===== src/rtl/pantalla_pkg.sv =====
// Shared definitions for the pantalla_refresh LCD frame scanner.
//   - state_e        : frame scanner FSM states
//   - CMD_PAGE_BASE  : LCD "set page address" command (OR'd with the page number)
//   - CMD_COL_LO     : LCD "set column address low nibble" command (column 0)
//   - CMD_COL_HI     : LCD "set column address high nibble" command (column 0)
//   - ADDR_RD_W      : screen RAM read address width {page[2:0], col[6:0]}
//   - page_cmd()     : builds the page-select command byte for a page
package pantalla_pkg;

    typedef enum logic [2:0] {
        ST_IDLE,
        ST_CMD_PAGE,
        ST_CMD_CLO,
        ST_CMD_CHI,
        ST_RD,
        ST_LATCH,
        ST_SEND,
        ST_DONE
    } state_e;

    localparam logic [7:0] CMD_PAGE_BASE = 8'hB0;
    localparam logic [7:0] CMD_COL_LO    = 8'h00;
    localparam logic [7:0] CMD_COL_HI    = 8'h10;
    localparam int         ADDR_RD_W     = 10;

    function automatic logic [7:0] page_cmd(input logic [2:0] page);
        return CMD_PAGE_BASE | {5'd0, page};
    endfunction

endpackage


===== src/rtl/pantalla_refresh_timer.sv =====
// Idle-time down-counter for automatic frame refresh.
//   clk      in  system clock, rising edge
//   rst      in  asynchronous reset, active-low (counter cleared to 0)
//   load_i   in  load the counter with LOAD_VAL
//   clear_i  in  stop counting (counter to 0); wins over load_i
//   expire_o out high in the last counted cycle; counter is idle (0) afterwards
module pantalla_refresh_timer #(
    parameter int unsigned LOAD_VAL = 50000
) (
    input  logic clk,
    input  logic rst,
    input  logic load_i,
    input  logic clear_i,
    output logic expire_o
);

    localparam int unsigned CNT_W = $clog2(LOAD_VAL + 1);

    logic [CNT_W-1:0] cnt_q;
    logic [CNT_W-1:0] cnt_d;

    always_comb begin
        cnt_d = cnt_q;
        if (clear_i) begin
            cnt_d = '0;
        end else if (load_i) begin
            cnt_d = CNT_W'(LOAD_VAL);
        end else if (cnt_q != '0) begin
            cnt_d = cnt_q - 1'b1;
        end
    end

    always_ff @(posedge clk or negedge rst) begin
        if (!rst) begin
            cnt_q <= '0;
        end else begin
            cnt_q <= cnt_d;
        end
    end

    // A count of 1 is the final idle cycle; 0 means the timer is not running.
    assign expire_o = (cnt_q == CNT_W'(1));

endmodule


===== src/rtl/pantalla_refresh.sv =====
// Frame scanner for the 128x64 LCD path. On start it walks the screen RAM page
// by page and streams, per page, the three addressing commands followed by the
// page's pixel bytes to the LCD byte transmitter.
//   clk        in   system clock, rising edge
//   rst        in   asynchronous reset, active-low
//   start      in   one-cycle pulse, begins a frame (ignored while busy / in DONE)
//   busy       out  frame in progress
//   frame_done out  one-cycle pulse after the last data byte is accepted
//   addr_rd    out  RAM read address {page[2:0], col[6:0]}
//   rd         out  RAM read strobe, one cycle per byte
//   d_ram      in   RAM read data, captured one cycle after rd
//   tx_byte    out  byte to the transmitter
//   tx_dc      out  0 = command, 1 = display data
//   tx_valid   out  tx_byte/tx_dc valid, held until accepted
//   tx_ready   in   transmitter ready; transfer on tx_valid & tx_ready
// Build option: define PANTALLA_AUTO_REFRESH_EN to self-start a new frame
// REFRESH_CYCLES idle cycles after each frame (adds pantalla_refresh_timer).
module pantalla_refresh
    import pantalla_pkg::*;
#(
    parameter int COLS  = 128,
    parameter int PAGES = 8
`ifdef PANTALLA_AUTO_REFRESH_EN
    ,
    parameter int REFRESH_CYCLES = 50000
`endif
) (
    input  logic                 clk,
    input  logic                 rst,
    input  logic                 start,
    output logic                 busy,
    output logic                 frame_done,
    output logic [ADDR_RD_W-1:0] addr_rd,
    output logic                 rd,
    input  logic [7:0]           d_ram,
    output logic [7:0]           tx_byte,
    output logic                 tx_dc,
    output logic                 tx_valid,
    input  logic                 tx_ready
);

    state_e                 state_q;
    logic [2:0]             page_q;
    logic [6:0]             col_q;
    logic                   busy_q;
    logic                   frame_done_q;
    logic [ADDR_RD_W-1:0]   addr_rd_q;
    logic                   rd_q;
    logic [7:0]             tx_byte_q;
    logic                   tx_dc_q;
    logic                   tx_valid_q;

    logic [2:0]             page_d;
    logic [6:0]             col_d;
    logic                   col_last;
    logic                   page_last;
    logic                   start_go;

    // Wrap points are explicit compares so COLS/PAGES below the counter range work.
    assign col_last  = (col_q  == 7'(COLS - 1));
    assign page_last = (page_q == 3'(PAGES - 1));
    assign col_d     = col_q + 7'd1;
    assign page_d    = page_q + 3'd1;

`ifdef PANTALLA_AUTO_REFRESH_EN
    logic tmr_expire;

    // Loaded on the DONE cycle; an external start accepted in IDLE cancels the count.
    pantalla_refresh_timer #(
        .LOAD_VAL (REFRESH_CYCLES)
    ) u_timer (
        .clk      (clk),
        .rst      (rst),
        .load_i   (state_q == ST_DONE),
        .clear_i  (start && (state_q == ST_IDLE)),
        .expire_o (tmr_expire)
    );

    assign start_go = start | tmr_expire;
`else
    assign start_go = start;
`endif

    always_ff @(posedge clk or negedge rst) begin
        if (!rst) begin
            state_q      <= ST_IDLE;
            page_q       <= '0;
            col_q        <= '0;
            busy_q       <= 1'b0;
            frame_done_q <= 1'b0;
            addr_rd_q    <= '0;
            rd_q         <= 1'b0;
            tx_byte_q    <= '0;
            tx_dc_q      <= 1'b0;
            tx_valid_q   <= 1'b0;
        end else begin
            rd_q         <= 1'b0;
            frame_done_q <= 1'b0;
            case (state_q)
                ST_IDLE: begin
                    if (start_go) begin
                        page_q     <= '0;
                        col_q      <= '0;
                        busy_q     <= 1'b1;
                        tx_byte_q  <= page_cmd(3'd0);
                        tx_dc_q    <= 1'b0;
                        tx_valid_q <= 1'b1;
                        state_q    <= ST_CMD_PAGE;
                    end
                end
                ST_CMD_PAGE: begin
                    if (tx_ready) begin
                        tx_byte_q <= CMD_COL_LO;
                        state_q   <= ST_CMD_CLO;
                    end
                end
                ST_CMD_CLO: begin
                    if (tx_ready) begin
                        tx_byte_q <= CMD_COL_HI;
                        state_q   <= ST_CMD_CHI;
                    end
                end
                ST_CMD_CHI: begin
                    if (tx_ready) begin
                        tx_valid_q <= 1'b0;
                        rd_q       <= 1'b1;
                        addr_rd_q  <= {page_q, col_q};
                        state_q    <= ST_RD;
                    end
                end
                ST_RD: begin
                    // RAM samples the strobe on this edge; data appears next cycle.
                    state_q <= ST_LATCH;
                end
                ST_LATCH: begin
                    tx_byte_q  <= d_ram;
                    tx_dc_q    <= 1'b1;
                    tx_valid_q <= 1'b1;
                    state_q    <= ST_SEND;
                end
                ST_SEND: begin
                    if (tx_ready) begin
                        if (col_last) begin
                            col_q <= '0;
                            if (page_last) begin
                                tx_valid_q   <= 1'b0;
                                busy_q       <= 1'b0;
                                frame_done_q <= 1'b1;
                                state_q      <= ST_DONE;
                            end else begin
                                page_q    <= page_d;
                                tx_byte_q <= page_cmd(page_d);
                                tx_dc_q   <= 1'b0;
                                state_q   <= ST_CMD_PAGE;
                            end
                        end else begin
                            col_q      <= col_d;
                            tx_valid_q <= 1'b0;
                            rd_q       <= 1'b1;
                            addr_rd_q  <= {page_q, col_d};
                            state_q    <= ST_RD;
                        end
                    end
                end
                ST_DONE: begin
                    // start is deliberately not looked at here.
                    state_q <= ST_IDLE;
                end
                default: begin
                    state_q <= ST_IDLE;
                end
            endcase
        end
    end

    assign busy       = busy_q;
    assign frame_done = frame_done_q;
    assign addr_rd    = addr_rd_q;
    assign rd         = rd_q;
    assign tx_byte    = tx_byte_q;
    assign tx_dc      = tx_dc_q;
    assign tx_valid   = tx_valid_q;

endmodule


===== config.mk =====
export PLATFORM = sky130hd
export DESIGN_NAME = pantalla_refresh
export DESIGN_NICKNAME = d
export VERILOG_FILES = /design/src/rtl/pantalla_pkg.sv /design/src/rtl/pantalla_refresh_timer.sv /design/src/rtl/pantalla_refresh.sv
export SDC_FILE = /design/constraint.sdc
export NUM_CORES = 1
export LEC_CHECK = 0
export CAP_MARGIN = 20
export CORE_ASPECT_RATIO = 0.5
export CORE_MARGIN = 3
export CORE_UTILIZATION = 25
export DETAILED_ROUTE_END_ITERATION = 6
export MAX_ROUTING_LAYER = met4
export RECOVER_POWER = 100
export SLEW_MARGIN = 20
export SYNTH_ARGS = -nofsm -noshare
export SYNTH_HDL_FRONTEND = slang
export SYNTH_HIERARCHICAL = 1
export SYNTH_SLANG_ARGS = --single-unit

===== constraint.sdc =====
create_clock -name clk -period 2.04 [get_ports clk]
set_input_delay 0.408 -clock clk [delete_from_list [all_inputs] [get_ports clk]]
set_output_delay 0.408 -clock clk [all_outputs]
set_load 0.005 [all_outputs]

## Word level (Yosys, flattened, before mapping)

Index checks and enable logic that the tools add are counted.

- Add/sub/neg operators: 2
- $mul: 0
- Div/mod/pow operators: 0
- $lt $le $gt $ge: 0
- Equality and inequality tests: 19
- Shift operators: 0
- Multiplexer cells: 50
- Bitwise logic cells: 0
- Reduce and logical (&&, ||, !) cells: 14

Operator list:

| kind | count |
|---|---|
| 8-bit two-way mux | 6 |
| 8-bit one-hot mux with 5 select lines | 1 |
| 3-bit two-way mux | 11 |
| 10-bit two-way mux | 3 |
| 5-bit AND reduction | 5 |
| 3-bit one-hot mux with 8 select lines | 1 |
| 7-bit two-way mux | 3 |
| 10-bit one-hot mux with 2 select lines | 1 |
| 1-bit two-way mux | 18 |
| 2-bit != test, second input constant | 9 |
| 3-bit equality test, second input constant | 5 |
| 7-bit one-hot mux with 2 select lines | 1 |
| 7-bit by 1-bit adder with 7-bit output, second input constant | 1 |
| 7-bit equality test, second input constant | 1 |
| 7-bit AND reduction | 1 |
| 3-bit by 2-bit equality test with 1-bit output, second input constant | 2 |
| 3-bit one-hot mux with 2 select lines | 1 |
| 5-bit nonzero test | 1 |
| 1-bit one-hot mux with 2 select lines | 2 |
| 1-bit one-hot mux with 4 select lines | 1 |
| 4-bit AND reduction | 1 |
| 2-bit nonzero test | 2 |
| 4-bit nonzero test | 1 |
| 3-bit by 1-bit adder with 3-bit output, second input constant | 1 |
| other kinds (6) | 6 |

- Register bits: 36
- Latch bits: 0
- Memory bits (writable): 0
- Bits in read-only memories: 0
- Input port bits: 12
- Output and inout bits: 23
- Logic and storage cells: 95
- Memories kept: 0

## Longest topological paths before layout

- Depth in word-level cells: 5
- Gate-level depth with buffers: 6

## Worst setup path after synthesis

OpenSTA, ideal clock, no wires.

- Path kind: reg-to-reg
- From: register page_q[0]
- To: register tx_byte_q[1], in the netlist tx_byte[1]
- Data arrival time: 1.652 ns
- Data required time: 1.915 ns
- Slack: 0.264 ns
- Stages on the path, launching flop included: 6
- Clock period less this slack: 1.776 ns
- Cell sequence: dfrtp_1 > ha_1 > ha_1 > nor4_4 > o2111ai_4 > mux2_2

- Word-level cells in the longest chain between the ends: 5

RTL lines:

| what | RTL line | source |
|---|---|---|
| start, declared | pantalla_refresh.sv:43 | `logic [2:0] page_q;` |
| start signal, assigned | pantalla_refresh.sv:151 | `page_q <= page_d;` |
| 3-bit by 1-bit adder with 3-bit output | pantalla_refresh.sv:63 | `assign page_d = page_q + 3'd1;` |
| 8-bit two-way mux | pantalla_refresh.sv:145 | `if (page_last) begin` |
| 8-bit two-way mux | pantalla_refresh.sv:143 | `if (col_last) begin` |
| 8-bit two-way mux | pantalla_refresh.sv:142 | `if (tx_ready) begin` |
| 8-bit one-hot mux with 5 select lines | pantalla_refresh.sv:99 | `case (state_q)` |
| end signal, assigned | pantalla_refresh.sv:105 | `tx_byte_q <= page_cmd(3'd0);` |
| end signal, assigned | pantalla_refresh.sv:136 | `tx_byte_q <= d_ram;` |
| end signal, assigned | pantalla_refresh.sv:152 | `tx_byte_q <= page_cmd(page_d);` |
| end, declared | pantalla_refresh.sv:49 | `logic [7:0] tx_byte_q;` |

Several ways; a longest one is shown, not always the timed one. The select of a mux whose other input is x is not followed.
A chain may end at the register's enable or synchronous reset.

## Final worst setup path

- From: input port tx_ready
- To: register tx_byte_q[2], in the netlist tx_byte[2]

- Word-level cells in the longest chain between the ends: 2

RTL lines:

| what | RTL line | source |
|---|---|---|
| start, declared | pantalla_refresh.sv:39 | `input logic tx_ready` |
| 2-bit != test (no line) | - |  |
| 7-bit AND reduction (no line) (*) | - |  |

Every way passes the cells marked *; elsewhere a longest branch is shown, timed or not.

==> results.yml <==
status:
  outcome: "complete, no violations"
final_layout:
  layout-drive-gt1-share: 0.211
  area_growth_pct: 33.3
  diodes: 0
  fin_nets: 242
  final_cells: 319
  fillers: 689
global_route:
  grt_use_total: 0.114
  first_global_vias: 1608
  grt_pass1_wl_um: 7680
  grt_max_degree: 37
  antenna_found_initial: 0
  globalRouteOverflowTotal: 0
worst_setup_path:
  end_kind: "flip-flop"
  r2r_setup_slack_ps: 90
  r2r_cells: 5
  path_max_fanout: 8
  timing.rr.start: "page_q[0]"
  critPathLaunchType: "input pin"
  path_class: "input pin to flip-flop"
  crit_required_ps: 2200
  arrival_ps: 2130
  r2r_end: "tx_byte[2]"
die:
  start_util: 0.274
  row_count: 21
  die_w_um: 130
  design.core.area_sq_um: 7070
  dieArea_sq_um: 8890
  fp.dieH_um: 68.2
  io_pins: 35
synthesis:
  synth.top_cell.area_share: 0.466
  seq_area_frac_synth: 0.466
  synth_edf_count: 0
  syn_area_sq_um: 1930
  ys_types: 51
  synth_area_per_cell_sq_um: 10.9
  synth_most_common_cell: "dfrtp_1"
  async_reset_ff_frac: 1.00
  syn_inst: 178
  ys_ff_latch: 36
  synthTopCellsByCount: "dfrtp_1, nand2_1, mux2_2, o21ai_0, nor2_1"
  ys.flop_type: "dfrtp_1"
  synth_area_leaders: "dfrtp_1, mux2_2, nand2_1"
  yosysTopAreaCell: "dfrtp_1"
  synth.net_count: 194
  synth_warnings: 6
pwr:
  power.density_nw_per_um2: 1230
  ir_drop_mv: 0.463
  power_mw: 3.18
  power_leakage_nw: 1.15
timing:
  max_slew.worst_pin.slew_ps: 896
  fmax_mhz: 507
  slew_violations: 0
  skew_ps: 6.60
  finalCritPeriodShare: 0.968
  setup_viol: 0
  finalHoldViolations: 0
  finalCriticalPeriod_ps: 1970
  maxSlewHeadroom: 0.403
  rsz0062_at_grt: "false"
  layout_setup_ws_ps: 66.0
clocking:
  cts_setup_buffers: 0
  hold_buffers: 0
  cts_sinks: 36
  cts_max_level: 2
  cts_buffer_depth: 2
  clock_latency_ps: 280
  cts_buffers: 5
  cts_tree: "done"
  root_buffer: "clkbuf_16"
  ctsResizeCount: 0
  path_clk_slew_ps: 50
place:
  place_inst: 311
  port_buffers: 34
  hpwl_um: 3310
  dpl_worst_slack_ps: -150
  finalWeightedCongestion: 0.827
drt:
  viasPerCell: 4.78
  drt-pass1-iter-count: 4
  vias: 1525
  wl_um: 4500
  avgRoutedWirePerCell_um: 14.1
  antenna_left: 0
  drc: 0
  dr.first_iter.drc_count: 89
worst_hold_path:
  hp-start: "addr_rd[4]"
  hold_depth: 1
  min_to: "addr_rd[4]"
  hp-class: "flip-flop to flip-flop"
run:
  drv_cap: 0
[worst max-delay path, stage by stage]
cell           delay, ps
dlygate4sd3_1        670
inv_1                120
nor4_4               350
o2111ai_4            240
mux2_2               350
[sequential cells by signal (all words and copies together), names as in the netlist]
signal / cells
busy: 1
page_q: 3
tx_valid: 1
state_q: 3
tx_byte: 8
rd: 1
frame_done: 1
tx_dc: 1
col_q: 7
addr_rd: 10
[power by group]
| group | internal (mW) | switching, mW |
|---|---|---|
| logic | 0.706 | 0.625 |
| clock network | 0.486 | 0.277 |
| registers | 0.902 | 0.186 |
[cell usage in the layout, fill, tap and decap left out, types with 2 or more instances in the layout]
master / Yosys / layout
xnor2_1: 3 / 3
nor2_1: 12 / 12
and2_1: 2 / 2
o21ai_0: 13 / 13
dfrtp_1: 36 / 36
buf_4: 1 / 13
nand2_1: 21 / 21
dlygate4sd3_1: 0 / 25
a31oi_1: 3 / 3
a32o_1: 2 / 2
clkdlybuf4s50_1: 0 / 9
clkbuf_2: 2 / 2
a21oi_1: 5 / 5
mux2i_1: 2 / 2
a22o_2: 2 / 2
a22o_1: 5 / 5
clkbuf_16: 0 / 5
clkbuf_1: 1 / 2
nand3_1: 5 / 5
mux2_2: 13 / 13
inv_1: 4 / 4
ha_1: 4 / 4
nor3_1: 4 / 4
xor2_1: 2 / 2
clkbuf_4: 0 / 2
and3b_1: 2 / 2
[per-layer routing]
metal  part of all wire  track usage  vias up
li1                   -            -      744
met3              0.027       0.0210        4
met4             0.0084       0.0436        0
met5                  0            -        -
met1               0.48        0.141      752
met2               0.49        0.189       25
[per-stage QoR]
| step | util | cell area (sq um) | setup TNS (ps) | hold WS [ps] |
|---|---|---|---|---|
| 2_1_floorplan | - | 1930 | 0 | 112 |
| 3_3_place_gp | 0.345 | 2440 | -380 | 475 |
| 3_5_place_dp | 0.345 | 2440 | -1310 | 480 |
| 4_1_cts | 0.366 | 2590 | 0 | 492 |
| 5_1_grt | 0.365 | 2580 | 0 | 512 |
| 6_report | 0.365 | 2580 | 0 | 476 |
[area by class of cell]
cell class	instances	area (sq um)	share of cell area
multi-input cells	127	931	0.361
inverters	4	15.0	0.00582
clock inverters	1	7.51	0.00291
clock buffers	7	143	0.0553
well taps	92	115	0.0446
flip-flops and latches	36	901	0.349
repair buffers	52	467	0.181
[how the worst max path moves through the flow]
stage                     cells after the start  startpoint          to
after global placement                        5    tx_ready  tx_byte[1]
after global routing                          5   page_q[0]  tx_byte[2]
after CTS                                     5   page_q[0]  tx_byte[2]
after detailed placement                      5    tx_ready  tx_byte[2]
final                                         5    tx_ready  tx_byte[2]
after floorplan                               5   page_q[0]  tx_byte[1]
[cells by family after synthesis]
group	after synthesis	share of synthesized area
xor+xnor	5	0.0226
compound gates	44	0.176
buf+inv	15	0.0530
flops	36	0.466
mux	16	0.0918
simple gates	58	0.165
fa+ha+maj	4	0.0259
(Power assumes the default switching activity.)
